`src/rtl/bp_io_cmd_arbiter.sv`:
```
// Shares one I/O command/response channel pair among num_req_p requesters with credit limiting.
// Define BP_IO_CMD_ARB_FIXED_PRIO_EN for fixed priority (lowest index wins) instead of round-robin.
module bp_io_cmd_arbiter #(
    parameter int unsigned num_req_p     = 2,
    parameter int unsigned cmd_width_p   = 128,
    parameter int unsigned resp_width_p  = 128,
    parameter int unsigned max_credits_p = 8
) (
    input  logic                               clk_i,
    input  logic                               reset_n_i,
    input  logic [num_req_p*cmd_width_p-1:0]   cmd_i,
    input  logic [num_req_p-1:0]               cmd_v_i,
    output logic [num_req_p-1:0]               cmd_ready_o,
    output logic [cmd_width_p-1:0]             cmd_o,
    output logic                               cmd_v_o,
    input  logic                               cmd_ready_i,
    input  logic [resp_width_p-1:0]            resp_i,
    input  logic                               resp_v_i,
    output logic                               resp_yumi_o,
    output logic [resp_width_p-1:0]            resp_o,
    output logic [num_req_p-1:0]               resp_v_o,
    input  logic [num_req_p-1:0]               resp_ready_i,
    output logic [$clog2(max_credits_p+1)-1:0] outstanding_o,
    output logic                               idle_o,
    output logic                               err_o
);

    localparam int unsigned IdxW = (num_req_p > 1) ? $clog2(num_req_p) : 1;
    localparam int unsigned CntW = $clog2(max_credits_p + 1);
    localparam int unsigned PtrW = (max_credits_p > 1) ? $clog2(max_credits_p) : 1;

    logic [cmd_width_p-1:0] cmd_q, cmd_d;
    logic                   cmd_v_q, cmd_v_d;
    logic [CntW-1:0]        cnt_q, cnt_d;
    logic [IdxW-1:0]        rr_q, rr_d;
    logic [PtrW-1:0]        wptr_q, wptr_d, rptr_q, rptr_d;
    logic                   err_q, err_d;
    logic [IdxW-1:0]        order_q [max_credits_p];

    logic [IdxW-1:0]        grant;
    logic [cmd_width_p-1:0] grant_cmd;
    logic                   load, ne, yumi;
    logic [IdxW-1:0]        head;

    // In the fixed-priority build rr_q stays 0, so the scan start degenerates to index 0.
    always_comb begin
        int unsigned idx;
        logic        found;
        idx       = 0;
        found     = 1'b0;
        grant     = '0;
        grant_cmd = '0;
        for (int unsigned i = 0; i < num_req_p; i++) begin
            idx = (32'(rr_q) + i) % num_req_p;
            if (!found && cmd_v_i[IdxW'(idx)]) begin
                grant = IdxW'(idx);
                found = 1'b1;
            end
        end
        for (int unsigned i = 0; i < num_req_p; i++) begin
            if (IdxW'(i) == grant) grant_cmd = cmd_i[i*cmd_width_p +: cmd_width_p];
        end
    end

    assign ne   = (cnt_q != '0);
    assign head = order_q[rptr_q];
    assign yumi = resp_v_i & ne & resp_ready_i[head];

    // A credit returning this cycle may be reused immediately, even at the limit.
    assign load = reset_n_i & (~cmd_v_q | cmd_ready_i)
                & ((cnt_q < CntW'(max_credits_p)) | yumi) & (|cmd_v_i);

    always_comb begin
        cmd_ready_o = '0;
        resp_v_o    = '0;
        if (load) cmd_ready_o[grant] = 1'b1;
        if (resp_v_i & ne) resp_v_o[head] = 1'b1;
    end

    always_comb begin
        cmd_d   = cmd_q;
        cmd_v_d = cmd_v_q;
        rr_d    = rr_q;
        wptr_d  = wptr_q;
        rptr_d  = rptr_q;
        cnt_d   = cnt_q;
        err_d   = err_q | (resp_v_i & ~ne);
        if (load) begin
            cmd_d   = grant_cmd;
            cmd_v_d = 1'b1;
            wptr_d  = (wptr_q == PtrW'(max_credits_p - 1)) ? '0 : wptr_q + 1'b1;
`ifndef BP_IO_CMD_ARB_FIXED_PRIO_EN
            rr_d    = (grant == IdxW'(num_req_p - 1)) ? '0 : grant + 1'b1;
`endif
        end else if (cmd_ready_i) begin
            cmd_v_d = 1'b0;
        end
        if (yumi) rptr_d = (rptr_q == PtrW'(max_credits_p - 1)) ? '0 : rptr_q + 1'b1;
        case ({load, yumi})
            2'b10:   cnt_d = cnt_q + 1'b1;
            2'b01:   cnt_d = cnt_q - 1'b1;
            default: cnt_d = cnt_q;
        endcase
    end

    always_ff @(posedge clk_i or negedge reset_n_i) begin
        if (!reset_n_i) begin
            cmd_q   <= '0;
            cmd_v_q <= 1'b0;
            cnt_q   <= '0;
            rr_q    <= '0;
            wptr_q  <= '0;
            rptr_q  <= '0;
            err_q   <= 1'b0;
        end else begin
            cmd_q   <= cmd_d;
            cmd_v_q <= cmd_v_d;
            cnt_q   <= cnt_d;
            rr_q    <= rr_d;
            wptr_q  <= wptr_d;
            rptr_q  <= rptr_d;
            err_q   <= err_d;
        end
    end

    // Order storage needs no reset: entries are only read while the count is non-zero.
    always_ff @(posedge clk_i) begin
        if (load) order_q[wptr_q] <= grant;
    end

    assign cmd_o         = cmd_q;
    assign cmd_v_o       = cmd_v_q;
    assign resp_o        = resp_i;
    assign resp_yumi_o   = yumi;
    assign outstanding_o = cnt_q;
    assign idle_o        = ~cmd_v_q & (cnt_q == '0);
    assign err_o         = err_q;

endmodule
```
`config.mk`:
```
export PLATFORM = sky130hd
export DESIGN_NAME = bp_io_cmd_arbiter
export DESIGN_NICKNAME = d
export VERILOG_FILES = /design/src/rtl/bp_io_cmd_arbiter.sv
export SDC_FILE = /design/constraint.sdc
export NUM_CORES = 1
export LEC_CHECK = 0
export BUFFER_PORTS_ARGS = -buffer_cell sky130_fd_sc_hd__buf_2
export CAP_MARGIN = 20
export CORE_AREA = 2 2 258 260
export DETAILED_ROUTE_END_ITERATION = 16
export DIE_AREA = 0 0 260 262
export SLEW_MARGIN = 15
export SYNTH_ARGS = -nofsm -noshare
export SYNTH_HDL_FRONTEND = slang
export SYNTH_SLANG_ARGS = --single-unit
```
`constraint.sdc`:
```
create_clock -name clk_i -period 3.3 [get_ports clk_i]
set_input_delay 0.165 -clock clk_i [delete_from_list [all_inputs] [get_ports clk_i]]
set_output_delay 0.165 -clock clk_i [all_outputs]
set_load 0.05 [all_outputs]
```
Word-level counts from Yosys, hierarchy flattened
Memory sizes are Yosys's and may differ from the RTL's.
Cells that the tools add are included.
{ "word_totals": {"regBits": 141, "mem_bits_rw": 8, "input_bits": 392, "output_inout_bits": 268, "elab_cells": 70, "mem_count": 1} }
{ "mem_list": {"columns": ["name", "words", "width", "read_ports", "rd_ports_with_merged_regs", "wr", "line_no", "source"], "rows": [
  ["order_q", 8, 1, 1, 0, 1, "38", "logic [IdxW-1:0] order_q [max_credits_p];"]
]} }
{ "op_classes": {"addsub": 6, "magnitude_cmp": 7, "eq_ne": 4, "mux": 24, "bitwise_logic": 12, "n_reduce_logical": 9} }
{ "ops": {"columns": ["cell", "n"], "rows": [
  ["128-bit 2-to-1 mux", 1],
  ["1-bit 2-to-1 mux", 16],
  ["1-bit by 2-bit less-than comparator with 1-bit output, second input constant", 4],
  ["4-bit one-hot mux with 2 select lines", 1],
  ["1-bit bitwise AND", 7],
  ["3-bit by 1-bit adder with 3-bit output, second input constant", 2],
  ["3-bit equality test, second input constant", 2],
  ["3-bit 2-to-1 mux", 2],
  ["4-bit by 1-bit adder with 4-bit output, second input constant", 1],
  ["4-bit logical NOT", 1],
  ["4-bit less-than comparator, second input constant", 1],
  ["2-bit 2-to-1 mux", 2],
  ["2-bit nonzero test", 2],
  ["4-bit nonzero test", 1],
  ["4-bit by 1-bit subtractor with 4-bit output, second input constant", 1],
  ["1-bit logical AND", 3],
  ["1-bit OR", 3],
  ["1-bit adder, second input constant", 2],
  ["1-bit demux with 1-bit select", 2],
  ["2-bit by 1-bit equality test with 1-bit output, second input constant", 1],
  ["2-bit equality test, second input constant", 1],
  ["1-bit greater-or-equal comparator, second input constant", 2],
  ["1-bit inverter", 2],
  ["2-bit OR reduction", 1],
  ["1-bit logical NOT", 1]
]} }

Depth between registers and ports, before layout
Gate-level depths: netlist of the first run.
{ "depth": {"depth_word": 11, "ltp_mapped": 12, "ltp_nobuf": 11} }

Least setup slack after synthesis of the first run
Ideal clock, no wire load.
{ "synth_path": {"path_type": "register to register", "startpoint": "register rptr_q[0]", "endpoint": "register cnt_q[2], in the netlist outstanding_o[2]", "arrival_ns": 3.466, "setup_slack_ns": -0.312, "path_stages_with_launch": 11, "path_buffers": 0, "period_less_slack_ns": 3.612, "cell_sequence": "dfrtp_1 > mux4_2 > mux2i_2 > mux2i_1 > ha_1 > xor2_1 > ha_1 > a21oi_1 > xor2_1 > nor2_1 > xor2_1"} }
{ "synth_via": {"elab_chain_cells": 9, "word_cells_on_any_way": 11} }
{ "synth_lines": {"columns": ["element", "line_no", "source"], "rows": [
  ["start, declared", "36", "logic [PtrW-1:0] wptr_q, wptr_d, rptr_q, rptr_d;"],
  ["start signal, assigned", "121", "rptr_q <= rptr_d;"],
  ["memory 8 x 1 bit (*)", null, null],
  ["1-bit 2-to-1 mux (implied by the code) (*) (2 in series)", "67", "assign yumi = resp_v_i & ne & resp_ready_i[head];"],
  ["1-bit bitwise AND (*)", "67", null],
  ["via resp_yumi_o", "19", "output logic resp_yumi_o,"],
  ["1-bit OR", "71", "& ((cnt_q < CntW'(max_credits_p)) | yumi) & (|cmd_v_i);"],
  ["1-bit bitwise AND (2 in series)", "71", null],
  ["2-bit by 1-bit equality test with 1-bit output or 2-bit equality test (tied branches)", "99", "case ({load, yumi})"],
  ["4-bit one-hot mux with 2 select lines or 2-bit nonzero test (tied branches)", null, null],
  ["end signal, assigned", "118", "cnt_q <= cnt_d;"],
  ["end, declared", "34", "logic [CntW-1:0] cnt_q, cnt_d;"]
]} }
The timed path passes the listed nets; every way through them passes the cells marked *. The select of a mux whose other input is x is not followed.
A chain may end at the register's enable or synchronous reset.

Worst setup path after layout of the first run
{ "layout_path": {"startpoint": "register rptr_q[0]", "endpoint": "output cmd_ready_o[1]"} }
{ "layout_via": {"elab_chain_cells": 8} }
{ "layout_lines": {"columns": ["element", "line_no", "source"], "rows": [
  ["memory 8 x 1 bit", null, null],
  ["1-bit 2-to-1 mux (implied by the code) (2 in series)", "67", null],
  ["1-bit bitwise AND", "67", null],
  ["1-bit OR", "71", null],
  ["1-bit bitwise AND (2 in series)", "71", null],
  ["2-bit 2-to-1 mux", "76", "if (load) cmd_ready_o[grant] = 1'b1;"],
  ["end, declared", "13", "output logic [num_req_p-1:0] cmd_ready_o,"]
]} }
Every way passes these cells. The select of a mux whose other input is x is not followed.

==> impl_metrics.csv, run 1 <==
group,metric,value,unit
synthesis,syn_area_per_cell,13.2,sq um
sta,fmaxAchievable,0.326,GHz
place,io_buffer_count,403,
setup_path,crit_type,"register to primary output",
route,first_iter_violations,139,
layout,synthToLayoutAreaGrowth,37.7,%
route,viasPerCell,3.30,
global_routing,grt-ovfl-total,0,
place,dp_hpwl,21100,um
layout,multiInputGateArea,0.00346,sq mm
cts,clkLatencyLatePin,0.47,ns
synthesis,synth-seq-cells,149,
route,drtPass1Iterations,4,
route,wl,27200,um
setup_path,path_max_fanout,25,
worst_hold_path,hold_class,"input port to register",
synthesis,synth_area,0.00832,sq mm
synthesis,yosysUniqueCellTypes,37,
sta,finalClockSkew,0.0190,ns
cts,cts.sinks,149,
route,vias,5992,
sta,max-slew-margin-rel,0.423,
sta,drv_slew,0,
cts,cts_tree,"yes",
die,ios,660,
setup_path,end_kind,"primary output",
die,dieArea,0.0681,sq mm
layout,nets,1337,
synthesis,synthArstFlopShare,0.946,
synthesis,yosys_warnings,0,
sta,worst_slew_pin_slew,0.866,ns
synthesis,synth_cells,628,
setup_path,critical_path_required,3.13,ns
route,post_drt_wl_per_cell,15.0,um
cts,h-tree-depth,4,
setup_path,arrival,2.90,ns
pwr,cellPowerDensity,1070,mW/mm^2
global_routing,grt_pass1_vias,6398,
sta,fin_crit_sh,0.929,
global_routing,grt_usage,0.0777,
global_routing,grt_pass1_wl,38100,um
route,antenna_left,0,
outcome,run_status,"finished clean",
sta,tns,0,ns
sta,fin_ws,0.235,ns
job,max_cap_viol_count,0,
die,start_util,0.127,
die,core_area,0.0653,sq mm
synthesis,ys_seq_area_frac,0.453,
layout,regArea,0.00377,sq mm
cts,path_clk_slew,0.08,ns
layout,drive_gt1_frac,0.716,
sta,min_period,3.06,ns
layout,n_fill_cell,7214,
place,place_congestion,0.852,
sta,hold_viol,0,
die,die_y,262,um
layout,mostFrequentLayoutCell,"buf_2",
route,route.detailed.drc,0,
setup_path,cp-start-kind,"register",
cts,cts_buffers,17,
synthesis,syn_nets,1027,
synthesis,synth_ff_type,"dfrtp_1",
global_routing,grt_max_degree,86,
sta,setup_viol,0,
cts,clk_path_buf_depth,2,
sta,rsz0062_at_grt,"false",
layout,layout_common_cells,"buf_2, mux2_2, dfrtp_1, mux2_1, dlygate4sd3_1",
synthesis,synth-edff-count,8,
cts,root_buffer,"clkbuf_16",
global_routing,antenna_found_initial,2,
pwr,ir_drop,0.580,mV
die,rows,94,
pwr,p_leak,5.07,nW
die,die_w,260,um
place,place_ws,0.228,ns
==> cells in the mapped netlist, types with 2 or more instances <==
cell,number,share of area
mux2_1,36,0.049
inv_1,2,0.00090
nor2_1,6,0.0027
mux2i_1,3,0.0036
mux4_2,2,0.0054
buf_4,128,0.12
o2111ai_1,2,0.0021
nor2b_1,3,0.0023
nor3b_1,2,0.0018
dfrtp_1,141,0.42
a21oi_1,2,0.0012
xor2_1,4,0.0042
and4b_1,2,0.0024
mux2_2,227,0.31
a21bo_2,2,0.0024
nand3_1,2,0.0012
nor4b_1,3,0.0032
buf_6,4,0.0054
clkbuf_1,14,0.0063
nand2_1,3,0.0014
ha_1,7,0.011
buf_2,10,0.0060
edfxtp_1,8,0.029
o21ai_0,2,0.0012
==> power by group <==
part           internal, mW  leakage (nW)  switching, mW  total (mW)
sequential             2.77          1.72          0.535        3.30
combinational          2.29          3.05           4.65        6.93
clock                  1.02         0.292          0.999        2.02
==> path summary, 6_finish.rpt <==
path / slack, ns / startpoint / to / cells past startpoint
max: 0.24 / rptr_q[0] / cmd_ready_o[1] / 7
min: 0.04 / cmd_i[116] / cmd_o[116] / 3
max reg2reg: 0.40 / rptr_q[0] / outstanding_o[2] / 11
min reg2reg: 0.48 / cmd_o[104] / cmd_o[104] / 1
max in group asynchronous: 2.06 / reset_n_i / cmd_o[91] / 3
min in group asynchronous: 0.09 / reset_n_i / err_o / 2
==> timing repair <==
item,CTS,global route
endpoints found under the hold margin,43,0
setup endpoints to repair,1,1
setup buffers,0,0
hold buffers,36,0
gates resized for setup,2,2
gates cloned,1,0
==> kinds of logic (layout without fill, tap and decap cells) <==
kind of cell             Yosys count  after routing  synth area share
AO/OA/AOI/OAI                     10             10           0.00873
XOR/XNOR                           5              5           0.00526
adder cells (fa/ha/maj)            7              7            0.0105
buffers and inverters            160            483             0.135
flip-flops                       149            149             0.453
multiplexers                     269            269             0.367
other                              0              1                 0
AND/OR/NAND/NOR                   28             28            0.0206
==> worst max-delay path: stages, from the launching register on <==
cell and delay, ns:
dfrtp_2 0.42, mux4_2 0.54, mux2i_4 0.28, mux2i_4 0.31
buf_6 0.24, buf_16 0.20, and2_1 0.15, buf_2 0.26
==> metal layers <==
| metal | wire length (um) | vias up | GRT usage |
|---|---|---|---|
| li1 | - | 2707 | - |
| met3 | 2380 | 102 | 0.0283 |
| met1 | 8490 | 2828 | 0.0679 |
| met2 | 14000 | 353 | 0.137 |
| met4 | 2310 | 2 | 0.0757 |
| met5 | 13 | - | 0 |
==> flip-flops by register name, indices dropped and copies added (netlist names) <==
signal	cells
wptr_q	3
rptr_q	3
cmd_o	128
cmd_v_o	1
outstanding_o	4
order_q	8
rr_q	1
err_o	1
==> area by class of cell <==
type | instances | share of cell area
sequential | 149 | 0.329
multi-input combinational | 319 | 0.302
timing repair buffer | 448 | 0.220
tap | 864 | 0.0944
clock buffer | 17 | 0.0371
clock inverter | 15 | 0.0157
inverter | 3 | 0.000983
antenna | 1 | 0.000218
==> metrics by stage <==
step | power, mW | instances | cell area [sq um] | utilization | hold WS (ns)
after floorplan | 8.89 | 628 | 8320 | - | -0.131
after global placement | 10.0 | 1746 | 10400 | 0.160 | 0.0305
after detailed placement | 10.2 | 1746 | 10400 | 0.160 | 0.0279
after CTS | 12.5 | 1815 | 11400 | 0.175 | 0.000168
after global routing | 13.0 | 1816 | 11500 | 0.176 | 0.00524
final | 12.3 | 1816 | 11500 | 0.176 | 0.0393
(Power assumes the default switching activity.)
==> run 2: changes to the inputs <==
==> constraint.sdc (replaced) <==
create_clock -name clk_i -period 3.3 [get_ports clk_i]
set_input_delay 0.825 -clock clk_i [delete_from_list [all_inputs] [get_ports clk_i]]
set_output_delay 0.825 -clock clk_i [all_outputs]
set_load 0.05 [all_outputs]
==> run 2 against run 1 <==
Against the previous run: via count decreased by 2.9%; sequential share of layout area grew 0.93 points; non-clock buffer count decreased by 26; sequential power is essentially flat; first-iteration DRC count rose by 14%; combinational power grew 0.9%; worst setup slack got worse by 0.081 ns; clock-buffer cell count is the same; fmax down 2.6%; final area is 2.8% lower; critical path type unchanged; largest cell class unchanged.
==> impl_metrics.csv, run 2 (synthesis results as in run 1) <==
group,metric,value,unit
place,place_ws,0.187,ns
cts,clk_path_buf_depth,2,
sta,min_period,3.15,ns
layout,diodes,0,
job,max_cap_viol_count,0,
global_routing,antenna_found_initial,0,
setup_path,path_max_fanout,5,
die,dieArea,0.0681,sq mm
global_routing,grt-ovfl-total,0,
layout,multiInputGateArea,0.00347,sq mm
sta,finalClockSkew,0.0118,ns
setup_path,cp-start-kind,"register",
layout,largest_register_ffs,128,
layout,synthToLayoutAreaGrowth,33.9,%
sta,fin_crit_sh,0.953,
die,start_util,0.127,
pwr,totalPowerFinal,12.3,mW
cts,root_buffer,"clkbuf_16",
pwr,p_leak,4.95,nW
place,place_congestion,0.876,
layout,design_area,0.0111,sq mm
place,io_buffer_count,403,
cts,clkLatencyLatePin,0.46,ns
sta,tns,0,ns
global_routing,grt_pass1_vias,6120,
route,drtPass1Iterations,4,
route,antenna_left,0,
setup_path,crit_type,"register to primary output",
pwr,ir_drop,0.870,mV
cts,path_clk_slew,0.07,ns
place,dp_hpwl,23300,um
outcome,run_status,"finished clean",
cts,cts_buffers,17,
route,route.detailed.drc,0,
sta,max-slew-margin-rel,0.522,
setup_path,end_kind,"primary output",
sta,hold_viol,0,
worst_hold_path,hold_class,"input port to asynchronous set/reset pin",
layout,regArea,0.00377,sq mm
layout,layout_common_cells,"buf_2, mux2_2, dfrtp_1, mux2_1",
route,first_iter_violations,158,
sta,fmaxAchievable,0.318,GHz
die,ios,660,
setup_path,critical_path_required,2.47,ns
sta,setup_viol,0,
die,core_area,0.0653,sq mm
layout,mostFrequentLayoutCell,"buf_2",
setup_path,rr_endpoint,"outstanding_o[2]",
cts,h-tree-depth,4,
global_routing,grt_usage,0.0810,
sta,worst_slew_pin_slew,0.717,ns
sta,rsz0062_at_grt,"false",
global_routing,grt_max_degree,72,
setup_path,r2r-start,"rptr_q[0]",
die,die_w,260,um
sta,drv_slew,0,
layout,nets,1311,
cts,ctsHoldBuffers,0,
route,post_drt_wl_per_cell,16.0,um
global_routing,grt_pass1_wl,38800,um
sta,fin_ws,0.154,ns
cts,cts_tree,"yes",
setup_path,arrival,2.32,ns
route,vias,5819,
layout,stdcell_count,1789,
die,die_y,262,um
route,wl,28700,um
layout,drive_gt1_frac,0.748,
pwr,cellPowerDensity,1100,mW/mm^2
setup_path,worstRegToRegCells,12,
layout,n_fill_cell,7244,
setup_path,r2r_slack,0.35,ns
place,post_dp_cell_area,0.0105,sq mm
place,post-place-cells,1753,
cts,cts.sinks,149,
route,viasPerCell,3.25,
die,rows,94,
==> run 2: timing repair <==
item,4_1_cts,5_1_grt
setup buffers,1,3
gates resized for setup,6,4
endpoints found under the setup margin,3,3
==> run 2: power breakdown <==
part | switching, mW | leakage [nW] | total [mW] | internal, mW
Sequential | 0.539 | 1.72 | 3.31 | 2.77
Clock | 0.923 | 0.288 | 1.99 | 1.07
Combinational | 4.74 | 2.94 | 6.99 | 2.25
==> run 2: critical path, cell delays in order, from the launching register on <==
cell and delay, ns:
dfrtp_2 0.42, mux4_2 0.54, mux2i_4 0.23, buf_4 0.18
mux2i_4 0.28, buf_6 0.20
==> run 2: area by class of cell <==
cell class | instances | area share
inverter | 3 | 0.00124
timing repair buffer | 422 | 0.199
multi-input combinational | 319 | 0.312
clock buffer | 17 | 0.0382
clock inverter | 15 | 0.0144
tap | 864 | 0.0970
sequential | 149 | 0.338
==> run 2: through the flow <==
step	hold WS, ns	utilization
finish	0.470	0.171
global route	0.471	0.171
CTS	0.435	0.170
detailed placement	0.461	0.161
global placement	0.456	0.161
floorplan	0.487	-
==> run 2: worst max path at each step <==
stage,from,end,cells after the start
after floorplan,rptr_q[0],cmd_ready_o[1],6
after global placement,rptr_q[0],outstanding_o[2],11
after detailed placement,rptr_q[0],outstanding_o[2],11
after CTS,rptr_q[0],cmd_ready_o[0],6
after global routing,rptr_q[0],cmd_ready_o[1],5
final,rptr_q[0],resp_yumi_o,5
==> run 2: per-layer routing <==
| layer | routed length, um | global-route usage | share of wire | vias to the layer above |
|---|---|---|---|---|
| met5 | 0 | 0 | 0 | - |
| met4 | 1670 | 0.0552 | 0.058 | 0 |
| met3 | 2640 | 0.0338 | 0.092 | 84 |
| met2 | 15300 | 0.150 | 0.53 | 345 |
| met1 | 9050 | 0.0714 | 0.32 | 2730 |
| li1 | - | - | - | 2660 |
==> run 3: changes to the inputs <==
--- a/config.mk
+++ b/config.mk
@@ -10,6 +10,7 @@
 export CORE_AREA = 2 2 258 260
 export DETAILED_ROUTE_END_ITERATION = 16
 export DIE_AREA = 0 0 260 262
+export REMOVE_ABC_BUFFERS = 1
 export SLEW_MARGIN = 15
 export SYNTH_ARGS = -nofsm -noshare
 export SYNTH_HDL_FRONTEND = slang
==> run 3 against run 2 <==
Against the previous run: largest cell class unchanged; critical endpoint is now cmd_ready_o[1]; highest routed layer is now met5; sequential power down 1%; die area unchanged; final area about the same.
==> impl_metrics.csv, run 3 (synthesis results as in run 1) <==
group,metric,value,unit
outcome,run_status,"finished clean",
global_routing,grt_pass1_vias,6058,
place,post-place-cells,1746,
pwr,cellPowerDensity,1110,mW/mm^2
global_routing,antenna_found_initial,0,
route,drtPass1Iterations,5,
sta,fin_ws,0.0942,ns
layout,drive_gt1_frac,0.746,
global_routing,grt_usage,0.144,
die,core_area,0.0653,sq mm
setup_path,cp-start-kind,"register",
cts,cts.sinks,149,
die,dieArea,0.0681,sq mm
setup_path,critical_path_required,2.47,ns
sta,hold_viol,0,
sta,min_period,3.21,ns
die,rows,94,
place,dp_hpwl,44700,um
route,antenna_left,0,
global_routing,grt_max_degree,81,
route,first_iter_violations,279,
setup_path,end_kind,"primary output",
die,ios,660,
layout,largest_register_ffs,128,
layout,regArea,0.00377,sq mm
pwr,p_leak,4.94,nW
layout,n_fill_cell,7227,
die,die_y,262,um
place,place_ws,0.0857,ns
route,viasPerCell,3.44,
global_routing,grt-ovfl-total,0,
place,place_congestion,0.947,
die,die_w,260,um
layout,synthToLayoutAreaGrowth,33.9,%
cts,clkLatencyLatePin,0.48,ns
setup_path,r2r-start,"rptr_q[0]",
route,post_drt_wl_per_cell,28.3,um
cts,cts_tree,"yes",
sta,fin_crit_sh,0.971,
die,start_util,0.127,
sta,rsz0062_at_grt,"true",
sta,finalClockSkew,0.0105,ns
place,io_buffer_count,403,
sta,drv_slew,0,
sta,worst_slew_pin_slew,0.798,ns
route,wl,50400,um
cts,cts_buffers,17,
setup_path,crit_type,"register to primary output",
setup_path,path_max_fanout,3,
layout,design_area,0.0111,sq mm
sta,setup_viol,0,
layout,diodes,0,
sta,fmaxAchievable,0.312,GHz
layout,nets,1305,
layout,mostFrequentLayoutCell,"buf_2",
cts,clk_path_buf_depth,2,
cts,h-tree-depth,4,
worst_hold_path,hold_class,"input port to asynchronous set/reset pin",
pwr,totalPowerFinal,12.3,mW
setup_path,critical_path.startpoint,"rptr_q[0]",
route,vias,6139,
setup_path,arrival,2.38,ns
global_routing,grt_pass1_wl,61500,um
place,post_dp_cell_area,0.0104,sq mm
sta,max-slew-margin-rel,0.468,
layout,stdcell_count,1783,
job,max_cap_viol_count,0,
layout,layout_common_cells,"buf_2, mux2_2, dfrtp_1, mux2_1, clkbuf_16",
cts,root_buffer,"clkbuf_16",
cts,ctsHoldBuffers,0,
pwr,ir_drop,0.491,mV
route,route.detailed.drc,0,
layout,multiInputGateArea,0.00346,sq mm
cts,path_clk_slew,0.07,ns
-- run 3: final cells by class --
| class | instances | share of cell area |
|---|---|---|
| multi-input cells | 319 | 0.311 |
| clock buffers | 18 | 0.0394 |
| clock inverters | 14 | 0.0170 |
| flip-flops and latches | 149 | 0.339 |
| inverters | 3 | 0.00124 |
| repair buffers | 416 | 0.196 |
| well taps | 864 | 0.0971 |
-- run 3: what timing repair did --
item,CTS,global route
setup endpoints to repair,3,3
setup buffers,3,2
resized for setup,9,3
-- run 3: layer usage --
layer	vias up	global-route usage	part of all wire
met1	2824	0.0849	0.22
met3	48	0.230	0.33
met2	616	0.214	0.43
li1	2645	-	-
met4	6	0.0383	0.019
met5	-	0.0313	0.0089
-- run 3: final timing paths --
| check | cells past startpoint | slack (ns) | end |
|---|---|---|---|
| min in group clk_i | 1 | 0.48 | err_o |
| hold reg to reg | 1 | 0.48 | err_o |
| setup reg to reg | 12 | 0.33 | outstanding_o[2] |
| max in group asynchronous | 3 | 1.68 | rptr_q[0] |
| setup / recovery | 5 | 0.09 | cmd_ready_o[1] |
| hold / removal | 2 | 0.44 | cmd_o[119] |
-- run 3: critical path, cell delays in order (launching register included) --
cell     delay (ns)
dfrtp_2        0.40
mux4_2         0.54
mux2i_4        0.25
mux2i_4        0.35
and2_4         0.22
buf_8          0.15
-- run 3: metrics by stage --
step	hold WS, ns	setup TNS, ns	util
after floorplan	0.487	-904.45	-
after global placement	0.463	0	0.160
after detailed placement	0.464	0	0.160
after CTS	0.416	0	0.170
after global routing	0.451	-0.0111	0.171
final	0.444	0	0.171
-- run 3: power breakdown --
part / internal (mW) / switching [mW] / leakage [nW] / total (mW)
logic: 2.24 / 4.63 / 2.91 / 6.88
registers: 2.77 / 0.501 / 1.72 / 3.27
clock network: 1.23 / 0.937 / 0.308 / 2.17
total: 6.24 / 6.07 / 4.94 / 12.3
